**src/rtl/mips_controller.sv**
```systemverilog
// Multicycle MIPS control unit: sequences fetch/decode/execute/memory/writeback,
// stretches memory states by MEM_LATENCY wait cycles and counts retired instructions.
module mips_controller #(
    parameter int MEM_LATENCY = 0
) (
    input  logic        clk,
    input  logic        reset,
    input  logic [5:0]  op,
    input  logic [5:0]  funct,
    input  logic        zero,
    output logic        alusrca,
    output logic [1:0]  alusrcb,
    output logic [1:0]  pcsource,
    output logic        pcen,
    output logic        memtoreg,
    output logic        regdst,
    output logic        iord,
    output logic        regwrite,
    output logic        irwrite,
    output logic        memread,
    output logic        memwrite,
    output logic [2:0]  alucontrol,
    output logic        illegal,
    output logic [3:0]  state,
    output logic [31:0] instret
);

    typedef enum logic [3:0] {
        FETCH   = 4'd0,
        DECODE  = 4'd1,
        MEMADR  = 4'd2,
        MEMRD   = 4'd3,
        MEMWB   = 4'd4,
        MEMWR   = 4'd5,
        EXECUTE = 4'd6,
        ALUWB   = 4'd7,
        BRANCH  = 4'd8,
        JUMP    = 4'd9,
        ADDIEX  = 4'd10,
        ADDIWB  = 4'd11
    } state_t;

    state_t      state_r;
    state_t      next_s;
    logic [3:0]  wait_r;
    logic        final_s;
    logic        mem_state_s;
    logic        retire_s;
    logic        pcwrite_s;
    logic        branch_s;
    logic        irwrite_s;
    logic        regwrite_s;
    logic        memread_s;
    logic        memwrite_s;
    logic        illegal_s;

    assign final_s = (wait_r == 4'(MEM_LATENCY));
    assign state   = state_r;

    // State register, memory wait counter and retired-instruction counter.
    always_ff @(posedge clk or negedge reset) begin
        if (!reset) begin
            state_r <= FETCH;
            wait_r  <= 4'd0;
            instret <= 32'd0;
        end else begin
            state_r <= next_s;
            // The counter only survives while a memory state is still waiting,
            // so every entry into FETCH/MEMRD/MEMWR sees it at zero.
            if (mem_state_s && !final_s) begin
                wait_r <= wait_r + 4'd1;
            end else begin
                wait_r <= 4'd0;
            end
            if (retire_s) begin
                instret <= instret + 32'd1;
            end else begin
                instret <= instret;
            end
        end
    end

    // Next-state and per-state Moore decode.
    always_comb begin
        next_s      = FETCH;
        mem_state_s = 1'b0;
        retire_s    = 1'b0;
        pcwrite_s   = 1'b0;
        branch_s    = 1'b0;
        irwrite_s   = 1'b0;
        regwrite_s  = 1'b0;
        memread_s   = 1'b0;
        memwrite_s  = 1'b0;
        illegal_s   = 1'b0;
        alusrca     = 1'b0;
        alusrcb     = 2'b00;
        pcsource    = 2'b00;
        memtoreg    = 1'b0;
        regdst      = 1'b0;
        iord        = 1'b0;
        alucontrol  = 3'b010;
        case (state_r)
            FETCH: begin
                mem_state_s = 1'b1;
                iord        = 1'b1;
                memread_s   = 1'b1;
                alusrcb     = 2'b01;
                if (final_s) begin
                    irwrite_s = 1'b1;
                    pcwrite_s = 1'b1;
                    next_s    = DECODE;
                end else begin
                    next_s    = FETCH;
                end
            end
            DECODE: begin
                alusrcb = 2'b11;
                case (op)
                    6'b100011, 6'b101011: next_s = MEMADR;
                    6'b000000:            next_s = EXECUTE;
                    6'b000100:            next_s = BRANCH;
                    6'b000010:            next_s = JUMP;
                    6'b001000:            next_s = ADDIEX;
                    default: begin
                        illegal_s = 1'b1;
                        next_s    = FETCH;
                    end
                endcase
            end
            MEMADR: begin
                alusrca = 1'b1;
                alusrcb = 2'b10;
                if (op == 6'b100011) begin
                    next_s = MEMRD;
                end else begin
                    next_s = MEMWR;
                end
            end
            MEMRD: begin
                mem_state_s = 1'b1;
                memread_s   = 1'b1;
                if (final_s) begin
                    next_s = MEMWB;
                end else begin
                    next_s = MEMRD;
                end
            end
            MEMWB: begin
                memtoreg   = 1'b1;
                regwrite_s = 1'b1;
                retire_s   = 1'b1;
            end
            MEMWR: begin
                mem_state_s = 1'b1;
                memwrite_s  = 1'b1;
                if (final_s) begin
                    retire_s = 1'b1;
                    next_s   = FETCH;
                end else begin
                    next_s   = MEMWR;
                end
            end
            EXECUTE: begin
                alusrca = 1'b1;
                next_s  = ALUWB;
                case (funct)
                    6'b100000: alucontrol = 3'b010;
                    6'b100010: alucontrol = 3'b110;
                    6'b100100: alucontrol = 3'b000;
                    6'b100101: alucontrol = 3'b001;
                    6'b101010: alucontrol = 3'b111;
                    default: begin
                        illegal_s = 1'b1;
                        next_s    = FETCH;
                    end
                endcase
            end
            ALUWB: begin
                regdst     = 1'b1;
                regwrite_s = 1'b1;
                retire_s   = 1'b1;
            end
            BRANCH: begin
                alusrca    = 1'b1;
                alucontrol = 3'b110;
                pcsource   = 2'b01;
                branch_s   = 1'b1;
                retire_s   = 1'b1;
            end
            JUMP: begin
                pcsource  = 2'b10;
                pcwrite_s = 1'b1;
                retire_s  = 1'b1;
            end
            ADDIEX: begin
                alusrca = 1'b1;
                alusrcb = 2'b10;
                next_s  = ADDIWB;
            end
            ADDIWB: begin
                regwrite_s = 1'b1;
                retire_s   = 1'b1;
            end
            default: begin
                next_s = FETCH;
            end
        endcase
    end

    // Enables are held off for as long as reset is asserted.
    assign pcen     = reset & (pcwrite_s | (branch_s & zero));
    assign irwrite  = reset & irwrite_s;
    assign regwrite = reset & regwrite_s;
    assign memread  = reset & memread_s;
    assign memwrite = reset & memwrite_s;
    assign illegal  = reset & illegal_s;

endmodule

```
**config.mk**
```make
export PLATFORM = sky130hd
export DESIGN_NAME = mips_controller
export DESIGN_NICKNAME = d
export VERILOG_FILES = /design/src/rtl/mips_controller.sv
export SDC_FILE = /design/constraint.sdc
export NUM_CORES = 1
export LEC_CHECK = 0
export CAP_MARGIN = 20
export CORE_ASPECT_RATIO = 2
export CORE_MARGIN = 1
export CORE_UTILIZATION = 45
export CTS_CLUSTER_DIAMETER = 80
export DETAILED_ROUTE_END_ITERATION = 6
export PLACE_DENSITY = 0.77
export SKIP_LAST_GASP = 1
export SYNTH_ARGS = -nofsm -noshare
export SYNTH_HDL_FRONTEND = slang
export SYNTH_SLANG_ARGS = --single-unit
```
**constraint.sdc**
```tcl
create_clock -name clk -period 3.1 [get_ports clk]
set_clock_uncertainty 0.1 [all_clocks]
set_input_delay 0.62 -clock clk [delete_from_list [all_inputs] [get_ports clk]]
set_output_delay 0.62 -clock clk [all_outputs]
set_load 0.02 [all_outputs]
```
==> results of run 1 <==
==> worst max-delay path: stages <==
cell and delay [ns]:
sky130_fd_sc_hd__clkdlybuf4s50_1 0.45, sky130_fd_sc_hd__or3_1 0.39, sky130_fd_sc_hd__a211oi_2 0.25, sky130_fd_sc_hd__o41ai_1 0.10
sky130_fd_sc_hd__and2_1 0.15, sky130_fd_sc_hd__dlygate4sd2_1 0.31
==> power by group <==
part	internal, mW	total, mW	switching (mW)
clock	0.153	0.318	0.165
sequential	0.557	0.619	0.0623
combinational	0.223	0.472	0.249
==> flip-flops by register name, summed over array words and instances (netlist names) <==
name,flops
instret,32
state,4
wait_r,4
==> cell type report <==
class                   count  area [sq um]  share of cell area
clock inverters             1         5.005            0.001603
repair buffers             80         768.2              0.2460
multi-input cells         182          1181              0.3782
clock buffers               6         72.57             0.02324
flip-flops and latches     40          1002              0.3209
well taps                  57         71.32             0.02284
inverters                   6         22.52            0.007212
==> path summary, 6_finish.rpt <==
check                         endpoint  depth (start not counted)
max                            illegal                          6
min                        instret[24]                          2
max reg2reg                instret[26]                          7
min reg2reg                instret[31]                          1
max in group asynchronous     state[0]                          2
min in group clk           instret[31]                          1
==> per-layer routing <==
metal,GRT usage,part of all wire
met5,0,0
met1,0.2343,0.36
met4,0.1331,0.040
met3,0.04955,0.053
met2,0.4152,0.55
==> logic make-up (layout without fill, tap and decap cells) <==
logic type	count (synthesis)	in the layout	synth area share
compound gates	23	23	0.06821
xor+xnor	37	37	0.1448
fa+ha+maj	3	3	0.01677
buf+inv	15	93	0.02851
flops	40	40	0.4472
mux	1	1	0.004472
simple gates	118	118	0.2901
==> synth_stat cells (all sizes together), types with 3 or more instances <==
cell type and number:
nor3b 4, nor2b 4, nor3 10, nand2 20, xor2 6, inv 6
nor4 3, nand4 12, clkbuf 7, xnor2 31, nor2 24, a21oi 4
o31ai 3, ha 3, nand2b 6, and3 7, nand3 16, dfrtp 40
o21ai 6
==> timing repair <==
action | in CTS | in global routing
hold buffers | 0 | 0
endpoints found under the setup margin | 2 | 5
pin swaps | 0 | 0
resized for setup | 2 | 6
==> impl.org, run 1 <==
** Clocking
- H-Tree Depth :: 2
- The number of setup buffers added after CTS is 0.
- Buffers inserted during clock tree synthesis total 5.
- In this run the deepest clock path goes through 2 buffers.
- Clock transition at the registers of the reported paths :: 0.07 ns
- Clock sinks :: 40
- CTS placed an instance of sky130_fd_sc_hd__clkbuf_8 at the clock tree root.
- The clock reaches the later pin of the worst-skew pair after 0.29 ns.
- TritonCTS built the clock tree.

** Yosys
- Cell types with the largest area share after synthesis :: sky130_fd_sc_hd__dfrtp_1 45%, sky130_fd_sc_hd__xnor2_1 12%, sky130_fd_sc_hd__nor2_1 4.0%, sky130_fd_sc_hd__nand3_1 3.6%, sky130_fd_sc_hd__nand2_1 3.4%
- Post-synth EDFFs :: 0
- In the synthesized netlist, the number of instances is 237.
- Distinct cells, synth :: 41
- The largest total area in the synthesized netlist belongs to sky130_fd_sc_hd__dfrtp_1.
- Yosys top cell area share :: 0.4472
- Netlist area before placement :: 2238 sq um
- For this run, asynchronously set or reset flops after synthesis account for 1.000.
- Portion of the post-synthesis area used by sequential elements :: 0.4472
- Counting flops and latches in the post-synthesis netlist gives 40.
- Leading register cell type out of synthesis :: sky130_fd_sc_hd__dfrtp_1
- The number of nets handed over by synthesis was 255.
- The Yosys step of the flow raised 0 warnings.
- The average instance in the mapped netlist occupies 9.445 sq um.

** Setup path
- Kind of end point of the critical path :: output port
- Of all nets on the critical path, the largest fanout is 4.
- At the worst endpoint, the required time is 2.38 ns.
- Data arrival at the endpoint of the critical path :: 2.29 ns
- The critical path is of the in2out type.
- Worst setup startpoint :: op[1]
- Kind of launch point of the worst setup path :: input port
- The worst register-to-register path has a setup slack of 0.44 ns.
- Worst reg2reg startpoint :: wait_r[0]

** Cells and area
- After the last flow step, the layout net total stands at 333.
- Relative to the synthesized area, the layout overhead comes to 39.52%.
- Post-route design area :: 3123 sq um
- Most frequent cells in the layout :: 61 x sky130_fd_sc_hd__clkdlybuf4s50_1, 39 x sky130_fd_sc_hd__dfrtp_1, 31 x sky130_fd_sc_hd__xnor2_1
- The finished layout holds 372 standard cells, fillers aside.
- In the final layout, the share of cells above drive strength 1 is 0.09206.
- The repair_antennas step left the layout with diodes totalling 0.
- Leaving out fill and tap cells, the most frequent cell in the layout is sky130_fd_sc_hd__clkdlybuf4s50_1.
- Fill count :: 405
- At the end of the flow the core is filled with cells to 0.6480.

** GRT
- After global routing the overflow that remains totals 0.
- Wire length of the first global-routing pass :: 8.990 mm
- Maximum number of pins on one net before global-route repair :: 22
- For this run, the total global-route usage over all layers was measured as 0.2310.
- The number of global-route vias before repair is 1,976.
- Antenna violations before repair :: 0

** Route
- The detail route stage leaves a number of antenna-violating nets equal to 0.
- Iteration-0 DRC count of the detailed router :: 23
- After detailed routing, the total wire length is 5.548 mm.
- Via Count :: 2,047
- In the routed layout, each cell is associated on average with a via count of 5.503.
- TritonRoute pass-1 iters :: 4
- For this run, design rule violations remaining after detail routing come to 0.
- Routed wire length per instance :: 14.91 um

** Place
- Instance area after placement :: 3032 sq um
- Once placement completed, the tool counted placed cells totaling 365.
- Detailed placement ended at an HPWL of 4.255 mm.
- The congestion estimate from routability-driven global placement came to 0.8923.
- Before CTS, the worst setup slack after placement is -0.2304 ns.
- # port buffers :: 67

** STA
- Derived from the worst setup path, the maximum achievable clock frequency is 0.3327 GHz.
- Final sum of negative setup slack :: 0 ns
- The hold violation count in the final report is 0.
- For the pin with the worst max-slew slack, the measured transition is 0.5168 ns.
- The worst path meets setup with 0.09462 ns of slack.
- RSZ-0062 raised after global routing :: true
- Count of final setup violators :: 0
- Final number of max-transition violations :: 0
- Post-route clock period utilization :: 0.9695
- Worst slew margin relative to its limit :: 0.6555
- On the final layout, the worst hold slack is 0.3268 ns.
- The routed design could run at a clock period as short as 3.005 ns.

** Power
- In this run the static leakage power is 1.352 nW.
- Worst supply voltage drop on vdd :: 0.3799 mV
- Power consumption :: 1.408 mW
- Power density normalized to cell area :: 451.0 nW/um^2

** Job
- The tool flagged a number of max-cap violations equal to 0.

** Floorplanning
- The die covers 5277 sq um.
- The initial utilization of the core area, before any placement, comes to 0.4644.
- Overall die width :: 51.87 um
- Die Span Y :: 101.7 um
- Placeable core region :: 4820 sq um
- The initialized floorplan defines 36 standard-cell rows.
- During I/O placement, the number of pins put on the boundary was 68.

** Outcome
- Outcome :: complete, no violations

** Worst hold path
- Class of the worst hold path :: in2async
Note: power is estimated with default switching activity, not from simulation.
==> run 2: changes to the inputs <==
--- a/config.mk
+++ b/config.mk
@@ -9,9 +9,8 @@
 export CORE_ASPECT_RATIO = 2
 export CORE_MARGIN = 1
 export CORE_UTILIZATION = 45
-export CTS_CLUSTER_DIAMETER = 80
 export DETAILED_ROUTE_END_ITERATION = 6
-export PLACE_DENSITY = 0.77
+export PLACE_DENSITY_LB_ADDON = 0.2
 export SKIP_LAST_GASP = 1
 export SYNTH_ARGS = -nofsm -noshare
 export SYNTH_HDL_FRONTEND = slang
==> run 2 against run 1 <==
Net effect: utilization up 1.1 points; final cell count grew 1.3%; worst hold slack worse by 0.26 ns; sequential share of layout area fell by 0.60 points; sequential power fell by 2%; die area stayed put; clock power grew 32%; clock-buffer cell count decreased by 1; non-clock buffer count increased by 4; fmax fell by 0.38%; total power up 7.5%; largest power group unchanged.
==> impl.org, run 2 (synthesized netlist as in run 1, its figures left out) <==
** Outcome
- The flow ran to the end, and the final reports show no timing, DRC or antenna violations.

** Clocking
- The longest clock path from root to sink contains 2 buffers.
- Clk Tree Root Cell :: sky130_fd_sc_hd__clkbuf_8
- Clock transition at the registers of the reported paths :: 0.08 ns
- Clock sinks :: 40
- Insertion delay to the later sink of the worst-skew pair :: 0.29 ns
- H-Tree Depth :: 2
- CTS tree :: built
- Clock tree synthesis inserted a total of 5 buffers.
- For this design, the CTS-stage hold fixing added 0 buffers.

** Job
- Count of max-cap constraint violations :: 0

** STA
- Headroom to the max-slew limit came out at 0.6610.
- Setup violations remaining at the end of the flow were counted as 0.
- Hold Fails Final Rpt :: 0
- Transition at the pin with the smallest max-transition slack :: 0.5066 ns
- RSZ-0062 raised after global routing :: false
- Final worst path period need :: 3.017 ns
- Post-route clock period utilization :: 0.9732
- The final count of pins violating max slew is 0.
- For this run, the top clock speed supported by timing is 0.3315 GHz.

** GRT
- The number of global-route vias before repair is 1,927.
- Maximum number of pins on one net before global-route repair :: 20
- The initial antenna violation count was 0.
- The first global-routing pass estimated 8.349 mm of wire.
- For this run, the total global-route usage over all layers was measured as 0.2103.
- Global-route congestion overflow total :: 0

** Floorplanning
- The floorplan has 36 rows.
- Num ports :: 68
- Starting density of the core :: 0.4644
- The core region is 4820 sq um.
- The die is 101.7 um tall.
- Overall die width :: 51.87 um
- The die covers 5277 sq um.

** Power
- Power share of the combinational group :: 0.321
- Of the total power, the share spent switching nets is 0.3223.
- Summed over all nets, the switching power comes to 0.4880 mW.
- For this design the ratio of total power to cell area is 476.3 nW/um^2.
- Static power due to leakage :: 1.358 nW
- Internal power comes to 1.026 mW.
- Of the total power, registers draw 0.401.
- Across the VDD grid, the largest voltage drop is 0.4684 mV.
- Overall power consumption after layout is estimated at 1.514 mW.
- Of the total power, the clock network draws 0.278.

** Route
- The first routing iteration left 33 violations.
- Detail Route Antenna Nets :: 0
- Detailed Route WL :: 5.124 mm
- TritonRoute pass-1 iters :: 4
- In the routed design, unresolved DRC markers number 0.
- Via Count :: 2,012
- After detailed routing, the average wire length per cell comes to 13.59 um.
- Via count normalized by instance count :: 5.337

** Cells and area
- Leaving out fill and tap cells, the most frequent cell in the layout is sky130_fd_sc_hd__clkdlybuf4s50_1.
- Post-route design area :: 3178 sq um
- Measured on the finished design, the core utilization comes to 0.6594.
- The area growth from synthesis to layout is 41.98%.
- Number of flip-flops under the largest register name :: 32
- Most flops, register :: instret
- The repair_antennas step left the layout with diodes totalling 0.
- Of the cells placed in the final design, the portion with a size suffix greater than 1 is 0.1031.
- In the layout the commonest cells are 63 x sky130_fd_sc_hd__clkdlybuf4s50_1, 40 x sky130_fd_sc_hd__dfrtp_1, 31 x sky130_fd_sc_hd__xnor2_1.
- The final layout contains 337 nets.

** Setup path
- Data required time of the worst path :: 2.38 ns
- At the worst endpoint, the arrival time is 2.30 ns.
- Most frequent CP cell :: sky130_fd_sc_hd__clkdlybuf4s50_1
- Endpoint of the worst-slack reg-to-reg timing path :: instret[26]
- Largest stage delay, worst path :: 0.61 ns
- The most critical setup path has its startpoint at funct[1].
- Critical Path Slowest Stage Cell :: sky130_fd_sc_hd__clkdlybuf4s50_1
- The signal on the critical path passes through clkdlybuf4s50_1, or3b_2, o21bai_1, clkdlybuf4s50_1.
- Counting cells, the worst reg-to-reg path comes to 7.
- Minimum setup slack among reg-to-reg paths :: 0.44 ns
- The worst register-to-register path begins at wait_r[0].
- The worst setup path is launched from an input port.
- Crit path max fanout :: 2
- The setup path with the least slack is of type in2out.
- The worst setup path is captured at an output port.

** Place
- Detailed placement finished with a half-perimeter wire length of 3.906 mm.
- Routability cong. :: 0.8052
- # port buffers :: 67
- After detailed placement, the total cell area comes to 3062 sq um.

** Worst hold path
- Class of the worst hold path :: in2async
[run 2: cell count changes in the layout (fill, tap and decap cells not counted), sizes merged]
| cell | delta |
|---|---|
| buf | +4 |
| clkdlybuf4s50 | +2 |
| dlymetal6s2s | -2 |
| bufinv | +1 |
| clkbuf | -1 |
| clkinvlp | +1 |
[run 2: timing repair]
item,4_1_cts,5_1_grt
endpoints found under the setup margin,2,2
resized for setup,3,1
buffers inserted,0,0
pin swaps,0,1
[run 2: worst max-delay path: cells and delay by family]
| family | cells | cell delay [ns] |
|---|---|---|
| buffers and inverters | 2 | 1.08 |
| AOI/OAI and AO/OA | 1 | 0.14 |
| and+or+nand+nor | 1 | 0.46 |
[run 2: stage by stage]
step | setup WS (ns) | TNS (ns) | hold slack (ns) | cells
final | 0.08317 | 0 | 0.06355 | 377
after global routing | 0.02522 | 0 | 0.05525 | 377
after CTS | 0.04958 | 0 | 0.05307 | 377
after detailed placement | -0.2150 | -0.2171 | 0.3651 | 369
after global placement | -0.1252 | -0.1268 | 0.3607 | 369
after floorplan | 0.4105 | 0 | 0.2244 | 237
[run 2: layout make-up]
cell class | count | area [sq um]
repair buffers | 84 | 793.3
well taps | 57 | 71.32
fillers | 413 | 1642
clock buffers | 5 | 68.82
clock inverters | 3 | 42.54
multi-input cells | 182 | 1179
inverters | 6 | 22.52
flip-flops and latches | 40 | 1001
[run 2: worst max-delay path by stage]
| stage | end | slack (ns) | cells past startpoint |
|---|---|---|---|
| 6_report | alucontrol[2] | 0.08 | 4 |
| 4_1_cts | pcen | 0.05 | 6 |
| 3_3_place_gp | illegal | -0.13 | 6 |
| 5_1_grt | illegal | 0.03 | 6 |
| 3_5_place_dp | illegal | -0.22 | 6 |
| 2_1_floorplan | irwrite | 0.41 | 5 |
[run 2: metal layers]
metal	share of wire	GRT usage	vias to the layer above	wire length [um]
met5	0	0	-	0
met4	0.036	0.1268	0	187
met3	0.044	0.03604	14	223
met2	0.53	0.3728	63	2741
met1	0.38	0.2217	945	1972
li1	-	-	990	-
[run 2: power by group through the flow]
stage | Clock [mW] | Sequential (mW) | Combinational, mW
after floorplan | 0 | 0.647 | 0.221
final | 0.421 | 0.608 | 0.486
after CTS | 0.434 | 0.607 | 0.490
after detailed placement | 0 | 0.615 | 0.490
after global routing | 0.448 | 0.615 | 0.526
after global placement | 0 | 0.615 | 0.485
==> run 3: changes to the inputs <==
--- a/config.mk
+++ b/config.mk
@@ -5,6 +5,7 @@
 export SDC_FILE = /design/constraint.sdc
 export NUM_CORES = 1
 export LEC_CHECK = 0
+export ABC_CLOCK_PERIOD_IN_PS = 3100
 export CAP_MARGIN = 20
 export CORE_ASPECT_RATIO = 2
 export CORE_MARGIN = 1
@@ -12,6 +13,7 @@
 export DETAILED_ROUTE_END_ITERATION = 6
 export PLACE_DENSITY_LB_ADDON = 0.2
 export SKIP_LAST_GASP = 1
+export SLEW_MARGIN = 20
 export SYNTH_ARGS = -nofsm -noshare
 export SYNTH_HDL_FRONTEND = slang
 export SYNTH_SLANG_ARGS = --single-unit
==> results of run 3 <==
Final layout, timing and power as in run 2 (identical DEF).
==> patch (config.mk and constraints of run 2) <==
Add an input register stage for `op`, without a reset; this delays it by one clock. The other inputs are not delayed to match.
--- a/src/rtl/mips_controller.sv
+++ b/src/rtl/mips_controller.sv
@@ -41,2 +41,8 @@
     } state_t;
+
+    logic [5:0] op_q;
+
+    always_ff @(posedge clk) begin
+        op_q <= op;
+    end
 
@@ -117,3 +123,3 @@
                 alusrcb = 2'b11;
-                case (op)
+                case (op_q)
                     6'b100011, 6'b101011: next_s = MEMADR;
@@ -132,3 +138,3 @@
                 alusrcb = 2'b10;
-                if (op == 6'b100011) begin
+                if (op_q == 6'b100011) begin
                     next_s = MEMRD;
Check against the original RTL: not equivalent (a bounded check fails within 4 cycles, from zero or initial values and one cycle with reset low).
==> patch against run 2 <==
  * Cell count is the same
  * Routed wire length grew 11%
  * Sequential cell count grew 6
  * Setup slack lost 0.0084 ns
  * Power grew 7.5%
  * Count of clock-buffer cells in the layout is the same
  * Synthesized area grew 6.0%
  * Final area grew 2.7%
==> patch: results (changes against run 2) <==
global_routing:
  grt_first_pass_wirelength_mm: 9.49  # +14%
  grt_usage: 0.229  # +0.0191
  antenna_found_initial: 0  # unchanged
  grt_pass1_vias: 2123  # +10%
  grt_max_degree: 41  # +110%
  grt_overflow: 0  # unchanged
final_layout:
  num_antenna_cells: 0  # unchanged
  fillCellCount: 434  # +5.1%
  reg_top3: "instret (32), op_q (6)"
  nets: 336  # -0.30%
  drive_gt1_frac: 0.0940  # -0.00908
min_path:
  min_path_type: "in2async"
clock_tree:
  cts_buffers: 5  # unchanged
  cts_root_buffer: "clkbuf_8"
  htreeDepth: 2  # unchanged
  clkTransAtPathRegs_ns: 0.09
  clkLatencyLatePin_ns: 0.31  # +0.02 ns
  clk_path_buf_depth: 2  # unchanged
placement:
  place.port_buffers: 67  # unchanged
  place_congestion: 0.856  # +6.3%
  hpwl_mm: 4.23  # +8.3%
yosys:
  ys_warn_count: 0  # unchanged
  synthArstFlopShare: 0.870  # -0.130
  ys_seq_area_frac: 0.473  # +0.0254
  synth_cell_types: 45  # +9.8%
  synthesis.nets: 259  # +1.6%
  synth-main-ff-cell: "dfrtp_1"
  ys_top_cells_by_count: "40 x dfrtp_1, 31 x xnor2_1, 22 x nor2_1"
  synthTopCellsByArea: "dfrtp_1 42%, xnor2_1 11%, dfxtp_1 5.1%"
setup_path:
  cp_max_fo: 2  # unchanged
  arrival_ns: 2.31
  reg2reg_depth: 7  # unchanged
drt:
  firstDrtPassIters: 4  # unchanged
  num_vias: 2098  # +4.3%
  drtIter0Drc: 42  # +27%
  routed_wl_mm: 5.67  # +11%
sta:
  worst_pin_slew_ns: 0.505  # -0.00181 ns
power_and_ir_drop:
  peakVddDrop_uv: 458  # -2.2%
  leakage_uw: 0.00138  # +1.3%
run_status:
  status: "complete, no violations"
-- patch: changes by cell type in the layout (fill, tap and decap cells not counted), moves of 3 or more --
| cell | delta |
|---|---|
| nand3_1 | -3 |
| nor3_1 | -4 |
| dfxtp_1 | +6 |
| buf_4 | -5 |
| o31ai_1 | -3 |
-- patch: cells by family after synthesis --
| group | synth area share |
|---|---|
| AO/OA/AOI/OAI | 0.0712 |
| XOR/XNOR | 0.133 |
| adder cells (fa/ha/maj) | 0.0158 |
| buffers and inverters | 0.0322 |
| flip-flops | 0.473 |
| multiplexers | 0.00897 |
| AND/OR/NAND/NOR | 0.266 |
-- patch: routing by layer --
metal	vias to the layer above	wire length, um	part of all wire	track usage
met5	-	0	0	0
met4	0	162	0.029	0.115
met3	16	241	0.042	0.0480
met2	73	3120	0.55	0.406
met1	1014	2140	0.38	0.237
li1	995	-	-	-
-- patch: timing repair --
item	CTS	global route
gates cloned	0	0
setup endpoints to repair	2	1
resized for setup	2	2
setup buffers	0	0
-- patch: worst max-delay path, stage by stage --
cell	delay [ns]
clkdlybuf4s50_1	0.47
or3b_2	0.47
o21bai_1	0.14
clkdlybuf4s50_1	0.61
-- patch: area by class of cell --
| cell class | instances | area, um^2 | share of cell area |
|---|---|---|---|
| multi-input cells | 180 | 1180 | 0.361 |
| flip-flops and latches | 46 | 1120 | 0.343 |
| repair buffers | 79 | 756 | 0.232 |
| well taps | 58 | 72.6 | 0.0222 |
| clock buffers | 5 | 68.8 | 0.0211 |
| clock inverters | 3 | 43.8 | 0.0134 |
| inverters | 6 | 22.5 | 0.00690 |
-- patch: path summary, 6_finish.rpt --
path                             start       endpoint  slack (ns)
max                           funct[1]  alucontrol[2]        0.07
min                              reset    instret[15]        0.32
max reg2reg                  wait_r[0]    instret[29]        0.65
min reg2reg                instret[31]    instret[31]        0.37
max in group asynchronous        reset     instret[4]        2.22
min in group clk           instret[31]    instret[31]        0.37
-- patch: power breakdown --
group	leakage, uW	total [uW]	internal [uW]	switching [uW]
combinational	0.000717	489	234	255
clock	0.0000585	454	242	213
sequential	0.000601	685	633	51.3
total	0.00138	1630	1110	519
-- patch: stage by stage --
step                      cells  worst slack, ns  total power, uW  cell area, um^2  setup TNS, ns
after CTS                   377           0.0655             1640             3260              0
after global placement      369          -0.0104             1180             3150        -0.0104
after global routing        377           0.0251             1710             3260              0
after detailed placement    369          -0.0227             1180             3150        -0.0227
after floorplan             241            0.519              953             2370              0
final                       377           0.0748             1630             3260              0
